--- config.mk ---
export PLATFORM = sky130hd
export DESIGN_NAME = mem_access_flat
export DESIGN_NICKNAME = d
export VERILOG_FILES = /design/src/rtl/mem_access_if.sv /design/src/rtl/mem_access.sv /design/src/flat_wrapper.sv
export SDC_FILE = /design/constraint.sdc
export NUM_CORES = 1
export LEC_CHECK = 0
export CAP_MARGIN = 20
export CORE_AREA = 2 2 195 197
export CTS_CLUSTER_DIAMETER = 100
export DETAILED_ROUTE_END_ITERATION = 16
export DIE_AREA = 0 0 197 199
export SLEW_MARGIN = 25
export SYNTH_ARGS = -nofsm -noshare
export SYNTH_HDL_FRONTEND = slang
export SYNTH_SLANG_ARGS = --single-unit
--- constraint.sdc ---
create_clock -name clk -period 4.19 [get_ports clk]
set_input_delay 0.6285 -clock clk [delete_from_list [all_inputs] [get_ports clk]]
set_output_delay 0.6285 -clock clk [all_outputs]
set_load 0.01 [all_outputs]
--- src/rtl/mem_access_if.sv ---
// rtl/mem_access_if.sv - EX/MEM inputs, stall, and MEM/WB outputs of the memory-access pipeline stage.
interface mem_access_if;
    logic         valid_M;
    logic         regw_M;
    logic         memw_M;
    logic         regmem_M;
    logic         vec_M;
    logic [3:0]   regScr_M;
    logic [31:0]  ALUrslt_M;
    logic [31:0]  address_M;
    logic [127:0] regrsltV_M;
    logic         stall;
    logic         valid_W;
    logic         regw_W;
    logic         regmem_W;
    logic         vec_W;
    logic [3:0]   regScr_W;
    logic [31:0]  ALUrslt_W;
    logic [31:0]  rdata_W;
    logic [127:0] rdataV_W;

    modport master (
        output valid_M, regw_M, memw_M, regmem_M, vec_M, regScr_M, ALUrslt_M, address_M, regrsltV_M,
        input  stall, valid_W, regw_W, regmem_W, vec_W, regScr_W, ALUrslt_W, rdata_W, rdataV_W
    );

    modport slave (
        input  valid_M, regw_M, memw_M, regmem_M, vec_M, regScr_M, ALUrslt_M, address_M, regrsltV_M,
        output stall, valid_W, regw_W, regmem_W, vec_W, regScr_W, ALUrslt_W, rdata_W, rdataV_W
    );
endinterface

--- src/rtl/mem_access.sv ---
// rtl/mem_access.sv - MEM stage: scalar/vector data-RAM access feeding the MEM/WB register.
// Define VEC_ACCESS_EN to enable 128-bit vector loads/stores issued as 4 consecutive word beats.
module mem_access (
    input  logic        clk,
    input  logic        rst,
    mem_access_if.slave bus,
    output logic [31:0] mem_address,
    output logic [31:0] mem_data,
    output logic        mem_wren,
    input  logic [31:0] mem_q
);

`ifdef VEC_ACCESS_EN
    typedef enum logic [1:0] {IDLE, LD_WAIT, VST, VLD} state_t;
`else
    typedef enum logic [0:0] {IDLE, LD_WAIT} state_t;
`endif

    state_t      r_state;
    logic [1:0]  r_beat;
    logic        r_valid_W;
    logic        r_regw_W;
    logic        r_regmem_W;
    logic [3:0]  r_regScr_W;
    logic [31:0] r_ALUrslt_W;
    logic [31:0] r_rdata_W;

    logic        w_vec;
    logic        w_store;
    logic        w_load;
    logic        w_wren;
    logic        w_stall;
    logic        w_done;

`ifdef VEC_ACCESS_EN
    logic         r_vec_W;
    logic [127:0] r_rdataV_W;
    logic [1:0]   w_cap_idx;

    assign w_vec     = bus.vec_M;
    // Read data trails the address by one cycle, so the beat being captured is one behind.
    assign w_cap_idx = r_beat - 2'd1;
    assign bus.vec_W    = r_vec_W;
    assign bus.rdataV_W = r_rdataV_W;
`else
    assign w_vec        = 1'b0 & bus.vec_M;
    assign bus.vec_W    = 1'b0;
    assign bus.rdataV_W = '0;
`endif

    assign w_store = bus.memw_M;
    assign w_load  = bus.regmem_M & ~bus.memw_M;

    assign mem_address = bus.address_M + {30'd0, r_beat};
    assign mem_data    = w_vec ? bus.regrsltV_M[{r_beat, 5'd0} +: 32] : bus.ALUrslt_M;

    // Reset must kill a write or stall combinationally, even with a store presented in IDLE.
    assign mem_wren  = rst & w_wren;
    assign bus.stall = rst & w_stall;

    assign bus.valid_W   = r_valid_W;
    assign bus.regw_W    = r_regw_W;
    assign bus.regmem_W  = r_regmem_W;
    assign bus.regScr_W  = r_regScr_W;
    assign bus.ALUrslt_W = r_ALUrslt_W;
    assign bus.rdata_W   = r_rdata_W;

    always_comb begin
        w_wren  = 1'b0;
        w_stall = 1'b0;
        case (r_state)
            IDLE: begin
                w_wren  = bus.valid_M & w_store;
                w_stall = bus.valid_M & (w_load | (w_vec & w_store));
            end
            LD_WAIT: begin
                w_wren  = 1'b0;
                w_stall = 1'b0;
            end
`ifdef VEC_ACCESS_EN
            VST: begin
                w_wren  = 1'b1;
                w_stall = (r_beat != 2'd3);
            end
            VLD: begin
                w_wren  = 1'b0;
                w_stall = (r_beat != 2'd0);
            end
`endif
            default: begin
                w_wren  = 1'b0;
                w_stall = 1'b0;
            end
        endcase
    end

    // An op completes on the edge where stall is low and there is a live op or an op in flight.
    assign w_done = ((r_state != IDLE) | bus.valid_M) & ~w_stall;

    always_ff @(posedge clk or negedge rst) begin
        if (!rst) begin
            r_state     <= IDLE;
            r_beat      <= 2'd0;
            r_valid_W   <= 1'b0;
            r_regw_W    <= 1'b0;
            r_regmem_W  <= 1'b0;
            r_regScr_W  <= 4'd0;
            r_ALUrslt_W <= 32'd0;
            r_rdata_W   <= 32'd0;
`ifdef VEC_ACCESS_EN
            r_vec_W     <= 1'b0;
            r_rdataV_W  <= 128'd0;
`endif
        end else begin
            r_valid_W <= w_done;
            if (w_done) begin
                r_regw_W    <= bus.regw_M & ~bus.memw_M;
                r_regmem_W  <= w_load;
                r_regScr_W  <= bus.regScr_M;
                r_ALUrslt_W <= bus.ALUrslt_M;
`ifdef VEC_ACCESS_EN
                r_vec_W     <= w_vec;
`endif
            end
            case (r_state)
                IDLE: begin
                    if (bus.valid_M && w_stall) begin
`ifdef VEC_ACCESS_EN
                        if (w_vec) begin
                            r_beat  <= 2'd1;
                            r_state <= w_store ? VST : VLD;
                        end else begin
                            r_state <= LD_WAIT;
                        end
`else
                        r_state <= LD_WAIT;
`endif
                    end
                end
                LD_WAIT: begin
                    r_rdata_W <= mem_q;
                    r_state   <= IDLE;
                end
`ifdef VEC_ACCESS_EN
                VST: begin
                    r_beat <= r_beat + 2'd1;
                    if (r_beat == 2'd3) begin
                        r_state <= IDLE;
                    end
                end
                VLD: begin
                    r_rdataV_W[{w_cap_idx, 5'd0} +: 32] <= mem_q;
                    if (r_beat == 2'd0) begin
                        r_state <= IDLE;
                    end else begin
                        r_beat <= r_beat + 2'd1;
                    end
                end
`endif
                default: begin
                    r_state <= IDLE;
                end
            endcase
        end
    end

endmodule

--- src/flat_wrapper.sv ---
// flat-port wrapper written by rule: the top's interface ports become plain ports
module mem_access_flat 
  (clk, rst, mem_address, mem_data, mem_wren, mem_q, bus_valid_M, bus_regw_M, bus_memw_M, bus_regmem_M, bus_vec_M, bus_regScr_M, bus_ALUrslt_M, bus_address_M, bus_regrsltV_M, bus_stall, bus_valid_W, bus_regw_W, bus_regmem_W, bus_vec_W, bus_regScr_W, bus_ALUrslt_W, bus_rdata_W, bus_rdataV_W);
  mem_access_if bus_i ();
  input  logic clk;
  input  logic rst;
  output logic [31:0] mem_address;
  output logic [31:0] mem_data;
  output logic mem_wren;
  input  logic [31:0] mem_q;
  input wire logic [$bits(bus_i.valid_M)-1:0] bus_valid_M;
  input wire logic [$bits(bus_i.regw_M)-1:0] bus_regw_M;
  input wire logic [$bits(bus_i.memw_M)-1:0] bus_memw_M;
  input wire logic [$bits(bus_i.regmem_M)-1:0] bus_regmem_M;
  input wire logic [$bits(bus_i.vec_M)-1:0] bus_vec_M;
  input wire logic [$bits(bus_i.regScr_M)-1:0] bus_regScr_M;
  input wire logic [$bits(bus_i.ALUrslt_M)-1:0] bus_ALUrslt_M;
  input wire logic [$bits(bus_i.address_M)-1:0] bus_address_M;
  input wire logic [$bits(bus_i.regrsltV_M)-1:0] bus_regrsltV_M;
  output wire logic [$bits(bus_i.stall)-1:0] bus_stall;
  output wire logic [$bits(bus_i.valid_W)-1:0] bus_valid_W;
  output wire logic [$bits(bus_i.regw_W)-1:0] bus_regw_W;
  output wire logic [$bits(bus_i.regmem_W)-1:0] bus_regmem_W;
  output wire logic [$bits(bus_i.vec_W)-1:0] bus_vec_W;
  output wire logic [$bits(bus_i.regScr_W)-1:0] bus_regScr_W;
  output wire logic [$bits(bus_i.ALUrslt_W)-1:0] bus_ALUrslt_W;
  output wire logic [$bits(bus_i.rdata_W)-1:0] bus_rdata_W;
  output wire logic [$bits(bus_i.rdataV_W)-1:0] bus_rdataV_W;
  assign bus_i.valid_M = bus_valid_M;
  assign bus_i.regw_M = bus_regw_M;
  assign bus_i.memw_M = bus_memw_M;
  assign bus_i.regmem_M = bus_regmem_M;
  assign bus_i.vec_M = bus_vec_M;
  assign bus_i.regScr_M = bus_regScr_M;
  assign bus_i.ALUrslt_M = bus_ALUrslt_M;
  assign bus_i.address_M = bus_address_M;
  assign bus_i.regrsltV_M = bus_regrsltV_M;
  assign bus_stall = bus_i.stall;
  assign bus_valid_W = bus_i.valid_W;
  assign bus_regw_W = bus_i.regw_W;
  assign bus_regmem_W = bus_i.regmem_W;
  assign bus_vec_W = bus_i.vec_W;
  assign bus_regScr_W = bus_i.regScr_W;
  assign bus_ALUrslt_W = bus_i.ALUrslt_W;
  assign bus_rdata_W = bus_i.rdata_W;
  assign bus_rdataV_W = bus_i.rdataV_W;
  mem_access u_core (.clk(clk), .rst(rst), .bus(bus_i), .mem_address(mem_address), .mem_data(mem_data), .mem_wren(mem_wren), .mem_q(mem_q));
endmodule
==> results of run 1 <==
-- metal layers --
layer  share of wire, %  global-route usage (%)  vias up
li1                   -                       -     1068
met1                 37                   5.827     1152
met2                 46                   8.481      201
met3                 13                   3.425       36
met4                4.3                   4.094        2
met5               0.12                       0        -
-- worst max-delay path, cell delays in order --
cell             delay [ns]
clkdlybuf4s50_1        0.57
nor2b_1                0.23
nand2_1                0.08
nor2_1                 0.12
clkdlybuf4s50_1        0.55
-- sequential cells by signal, summed over array words and instances, names as in the netlist --
signal and flops:
u_core.r_state 1, u_core.bus.rdata_W 32, u_core.bus.regw_W 1, u_core.bus.regmem_W 1, u_core.bus.valid_W 1, u_core.bus.ALUrslt_W 32, u_core.bus.regScr_W 4
-- report_power, final --
part / switching (µW) / internal [µW]
clock network: 332 / 397
registers: 59.1 / 811
logic: 274 / 390
total: 666 / 1600
-- cells in the final DEF (no fill, tap or decap), drive strengths merged, types with 2 or more instances in the layout --
cell type	n
conb	129
clkdlybuf4s50	177
clkinvlp	3
buf	4
nand2b	2
a21oi	2
mux2	68
dfrtp	72
clkbuf	10
clkinv	2
inv	2
diode	2
nor2b	2
-- kinds of logic after synthesis --
family | count (synthesis)
AND/OR/NAND/NOR | 7
AO/OA/AOI/OAI | 5
multiplexers | 68
flip-flops | 72
buffers and inverters | 203
other | 1
-- final cells by class --
class | count | share of cell area (%)
inverter | 2 | 0.1276
tap | 474 | 10.08
clock buffer | 10 | 3.893
sequential | 72 | 30.65
multi-input combinational | 209 | 23.91
timing repair buffer | 181 | 30.63
antenna | 2 | 0.08509
clock inverter | 5 | 0.6169
-- worst paths after layout --
check / startpoint / to / slack [ns]
max: bus_valid_M / bus_stall / 1.37
min: rst / u_core.bus.ALUrslt_W[31] / 0.22
min in group clk: u_core.bus.regw_W / u_core.bus.regw_W / 0.49
max in group asynchronous: rst / u_core.r_state / 2.99
max reg2reg: u_core.r_state / u_core.bus.ALUrslt_W[3] / 2.25
min reg2reg: u_core.bus.regw_W / u_core.bus.regw_W / 0.49
-- cells in the mapped netlist --
master | instances | area (µm²)
mux2_4 | 18 | 270.3
a21oi_1 | 1 | 5.000
and3_1 | 1 | 6.260
buf_12 | 2 | 40.04
a21oi_4 | 1 | 16.27
o21ai_0 | 1 | 5.000
buf_6 | 1 | 11.26
buf_4 | 194 | 1456
nand2b_1 | 1 | 6.260
nor2_1 | 1 | 3.750
conb_1 | 1 | 3.750
dfrtp_1 | 72 | 1802
o21a_1 | 1 | 7.510
o2bb2ai_1 | 1 | 8.760
buf_2 | 4 | 20.02
mux2_2 | 50 | 563.0
inv_1 | 2 | 7.510
nand2b_4 | 1 | 13.76
nand2_1 | 1 | 3.750
nor2b_1 | 2 | 12.51
-- through the flow --
| step | instances | worst slack, ns | hold slack [ns] |
|---|---|---|---|
| 2_1_floorplan | 484 | 2.550 | 0.3329 |
| 3_3_place_gp | 938 | 1.363 | 0.4657 |
| 3_5_place_dp | 938 | 1.341 | 0.4735 |
| 4_1_cts | 953 | 1.326 | 0.2152 |
| 5_1_grt | 953 | 1.254 | 0.2340 |
| 6_report | 955 | 1.375 | 0.2218 |
==> impl_results.md, run 1 <==
* Status: finished clean
* Remaining Overflow, GRT at 0
* CTS clk-pin slew, worst paths at 0.07 ns
* Total CTS buffers at 9
* #FFs+latches synth at 72
* Clock latency on the worst-skew pair at 0.36 ns
* Fillcell total at 4145
* Crit path capture type: primary output
* Largest net degree at the start of global routing at 40
* Startpoint Class: primary input
* Crit path max fanout at 4
* Final Max Tran Viols at 0
* Synth Area in Compound Gates at 0.9979%
* R2R depth at 4
* DR iter-0 viols at 41
* WP data arrival at 2.19 ns
* Layout area overhead at 37.98%
* Dpl cell area at 0.005612 mm²
* Fmax achieved at 0.3552 GHz
* Post-Route WL at 11.14 mm
* Worst slew margin at 58.56%
* Root buffer cell: clkbuf_16
* VDD IR max at 0.1909 mV
* Max-Cap Viols at 0
* Avg Cell Area, Syn at 11.97 µm²
* Core Region at 0.03713 mm²
* Register area at 0.001803 mm²
* Share of the yosys chip area belonging to registers at 42.27%
* Final HPWL DP at 8.663 mm
* WS Path Type: primary input to primary output
* Clock sink total at 72
* TritonCTS clock tree: built
* Synth Warn # at 2
* Worst path required time at 3.56 ns
* Min Clock Period, post-route at 2.815 ns
* Fin crit share at 67.19%
* Synth Area in Adders at 0%
* First-pass GRT wire length at 15.10 mm
* Hold-fix buffers, CTS at 0
* DR pass1 iterations at 3
* Mux contribution to synthesized area at 19.55%
* Post-DRT Antenna Nets at 0
* Fin area at 0.005882 mm²
* Worst hold-check path type: primary input to async pin
* Post-cts gate resize count at 0
* Worst Skew at 0.008672 ns
* I/O Pins at 501
* Port bufs at 178
* H-tree levels at 3
* Post-CTS Setup Bufs at 0
* Vias in the first global route at 2385
* Final setup violation count at 0
* P_leak at 0.002486 µW
* Initial antenna violation count at 3
* Nets@finish at 710
* Wirelength per Cell at 11.66 µm
* Die footprint at 0.03920 mm²
* Mapped Cells at 356
* Vias at 2459
* Setup tns final at 0 ns
* Cell variety after synth at 20
* Power per cell area at 384.9 mW/mm²
* Routability Congestion at 0.6831
* Total GRT Usage at 5.657%
* Finished Core Util at 15.84%
* RSZ-0062 raised after global routing: false
* Die H at 199 µm
* Area of the multi-input gates at 0.001406 mm²
* Initial cell density of the core at 11.48%
* Vias per Instance at 2.575
* Fraction of layout cells with a size suffix above 1 at 18.58%
* Die width at 197 µm
* Final Power at 2264 µW
* DRC violations left at 0
* Post-Syn Area at 0.004263 mm²
* XOR/XNOR Fraction of Synth Area at 0%
* # rows at 71
* Largest family of logic cells by synthesized area: buffers and inverters
* Slew @ Worst Pin at 0.6216 ns
* Hold Violations, Final at 0
* Clock Tree Buf Depth at 2
* Post-Synth Simple-Gate Area at 1.086%
(Power assumes the default switching activity.)
==> inputs of run 2 (changes only) <==
==> constraint.sdc (replaced) <==
create_clock -name clk -period 2.71 [get_ports clk]
set_input_delay 0.4065 -clock clk [delete_from_list [all_inputs] [get_ports clk]]
set_output_delay 0.4065 -clock clk [all_outputs]
set_load 0.01 [all_outputs]
==> run 2 against run 1 <==
  * Register-to-register slack worse by 1.1 ns
  * Worst hold slack worse by 0.13 ns
  * Design area up 1.5%
  * Critical path type unchanged
  * Via count up 0.24%
  * Power is 66% higher
  * Critical path depth fell by 1
  * Sequential power is 55% higher
  * Wire length is 1.3% higher
  * Non-clock buffer count grew 2
  * First-iteration DRC count decreased by 49%
  * Setup slack lost 0.87 ns
  * Sequential cell count unchanged
==> impl_results.md, run 2 (synthesis gave the netlist of run 1 again) <==
* Status: finished clean
* WS Path Type: primary input to primary output
* Final setup violation count at 0 (unchanged)
* RSZ-0062 raised after global routing: false
* Crit path max fanout at 3 (-1)
* Worst Skew at 0.01070 ns (+0.002032 ns)
* Die footprint at 0.03920 mm² (unchanged)
* Min Clock Period, post-route at 2.204 ns
* Switch Pwr at 1071 µW (+61%)
* DR pass1 iterations at 2 (-1)
* Worst hold-check path type: primary input to async pin
* Post-Route WL at 11.28 mm (+1.3%)
* Vias per Instance at 2.576 (about the same)
* Final Max Tran Viols at 0 (unchanged)
* Vias in the first global route at 2347 (-1.6%)
* CTS clk-pin slew, worst paths at 0.06 ns (about the same)
* Post-CTS Setup Bufs at 0 (unchanged)
* Nets@finish at 712 (+0.28%)
* First-pass GRT wire length at 15.28 mm (+1.2%)
* Slew @ Worst Pin at 0.5593 ns (-0.06232 ns)
* Clock power share at 36.8% (+4.6 points)
* Initial cell density of the core at 11.48% (unchanged)
* Post-Layout Cell Count at 957 (+0.21%)
* Total GRT Usage at 5.745% (+0.087 points)
* Commonest non-fill, non-tap cell in the layout: clkdlybuf4s50_1
* Net Sw Frac at 28.41% (-0.99 points)
* P_leak at 0.002542 µW (+2.3%)
* Port bufs at 178 (unchanged)
* Hold Violations, Final at 0 (unchanged)
* Final HPWL DP at 8.913 mm (+2.9%)
* Flop-to-flop setup slack at 1.15 ns (-1.10 ns)
* Reg power frac at 35.8% (-2.6 points)
* VDD IR max at 0.3032 mV (+59%)
* Routability Congestion at 0.6900 (+1.0%)
* Clock Tree Buf Depth at 2 (unchanged)
* Most frequent cells in the layout: clkdlybuf4s50_1 (177), conb_1 (129), dfrtp_1 (71)
* Fin crit share at 81.33%
* DRC violations left at 0 (unchanged)
* Post-DRT Antenna Nets at 0 (unchanged)
* Largest net degree at the start of global routing at 40 (unchanged)
* Die H at 199 µm (unchanged)
* P_int at 2698 µW (+69%)
* Setup tns final at 0 ns (unchanged)
* Worst path required time at 2.30 ns (-1.26 ns)
* H-tree levels at 3 (unchanged)
* WP data arrival at 1.80 ns (-0.39 ns)
* Initial antenna violation count at 2 (-1)
* Clock sink total at 72 (unchanged)
* Worst slew margin at 62.71% (+4.2 points)
* Crit path capture type: primary output
* Hold-fix buffers, CTS at 0 (unchanged)
* Total CTS buffers at 9 (unchanged)
* DR iter-0 viols at 21 (-49%)
* Fmax achieved at 0.4537 GHz
* Clock latency on the worst-skew pair at 0.37 ns (about the same)
* Die width at 197 µm (unchanged)
* Post-cts gate resize count at 0 (unchanged)
* TritonCTS clock tree: built
* Core Region at 0.03713 mm² (unchanged)
* DP Cell Count at 940 (+0.21%)
* Power per cell area at 631.0 mW/mm² (+64%)
* Remaining Overflow, GRT at 0 (unchanged)
* Max-Cap Viols at 0 (unchanged)
* Layout area overhead at 40.09%
* Startpoint Class: primary input
* Vias at 2465 (+0.24%)
* I/O Pins at 501 (unchanged)
* Fraction of layout cells with a size suffix above 1 at 19.29% (+0.71 points)
* Wirelength per Cell at 11.79 µm (+1.1%)
* Combinational fraction of design power at 27.4% (-1.9 points)
* Root buffer cell: clkbuf_16
* # rows at 71 (unchanged)
## run 2: per-layer routing
| layer | vias to the layer above | GRT usage (%) | share of wire, % |
|---|---|---|---|
| met5 | - | 0 | 0.12 |
| met2 | 201 | 8.467 | 45 |
| met1 | 1154 | 6.190 | 40 |
| met3 | 33 | 3.154 | 10 |
| li1 | 1075 | - | - |
| met4 | 2 | 4.261 | 4.4 |
## run 2: path summary, 6_finish.rpt
path,start,to,cells after the start
setup / recovery,bus_valid_M,mem_wren,4
hold / removal,rst,u_core.bus.ALUrslt_W[31],2
setup reg to reg,u_core.r_state,u_core.bus.ALUrslt_W[3],3
hold reg to reg,u_core.bus.regw_W,u_core.bus.regw_W,1
max in group asynchronous,rst,u_core.bus.rdata_W[8],2
min in group clk,u_core.bus.regw_W,u_core.bus.regw_W,1
## run 2: through the flow
stage | cell area, µm² | setup slack [ns] | hold slack, ns | util (%) | total power (µW)
after floorplan | 4743 | 1.292 | 0.1109 | - | 1998
after global placement | 5639 | 0.4784 | 0.4674 | 15.19 | 2400
after detailed placement | 5639 | 0.4972 | 0.4731 | 15.19 | 2410
after CTS | 5969 | 0.4549 | 0.09020 | 16.08 | 3864
after global routing | 5969 | 0.4025 | 0.1149 | 16.08 | 3987
final | 5972 | 0.5059 | 0.08913 | 16.08 | 3768
## run 2: cell type report
class                           instances  area, µm²
Sequential cell                        72       1803
Timing Repair Buffer                  183       1829
Clock inverter                          6      91.34
Antenna cell                            1      2.502
Tap cell                              474      593.1
Inverter                                2      7.507
Multi-Input combinational cell        209       1406
Fill cell                            4115      31160
Clock buffer                           10      239.0
## run 2: power by group through the flow
stage / clock, µW / combinational (µW) / sequential, µW
global placement: 0 / 1040 / 1360
detailed placement: 0 / 1040 / 1370
floorplan: 0 / 553 / 1440
global route: 1510 / 1100 / 1370
finish: 1390 / 1030 / 1350
CTS: 1460 / 1050 / 1350
## run 2: critical path: stages
cell and delay (ns):
clkdlybuf4s50_1 0.47, nor2b_1 0.19, and3_1 0.17, clkdlybuf4s50_1 0.56
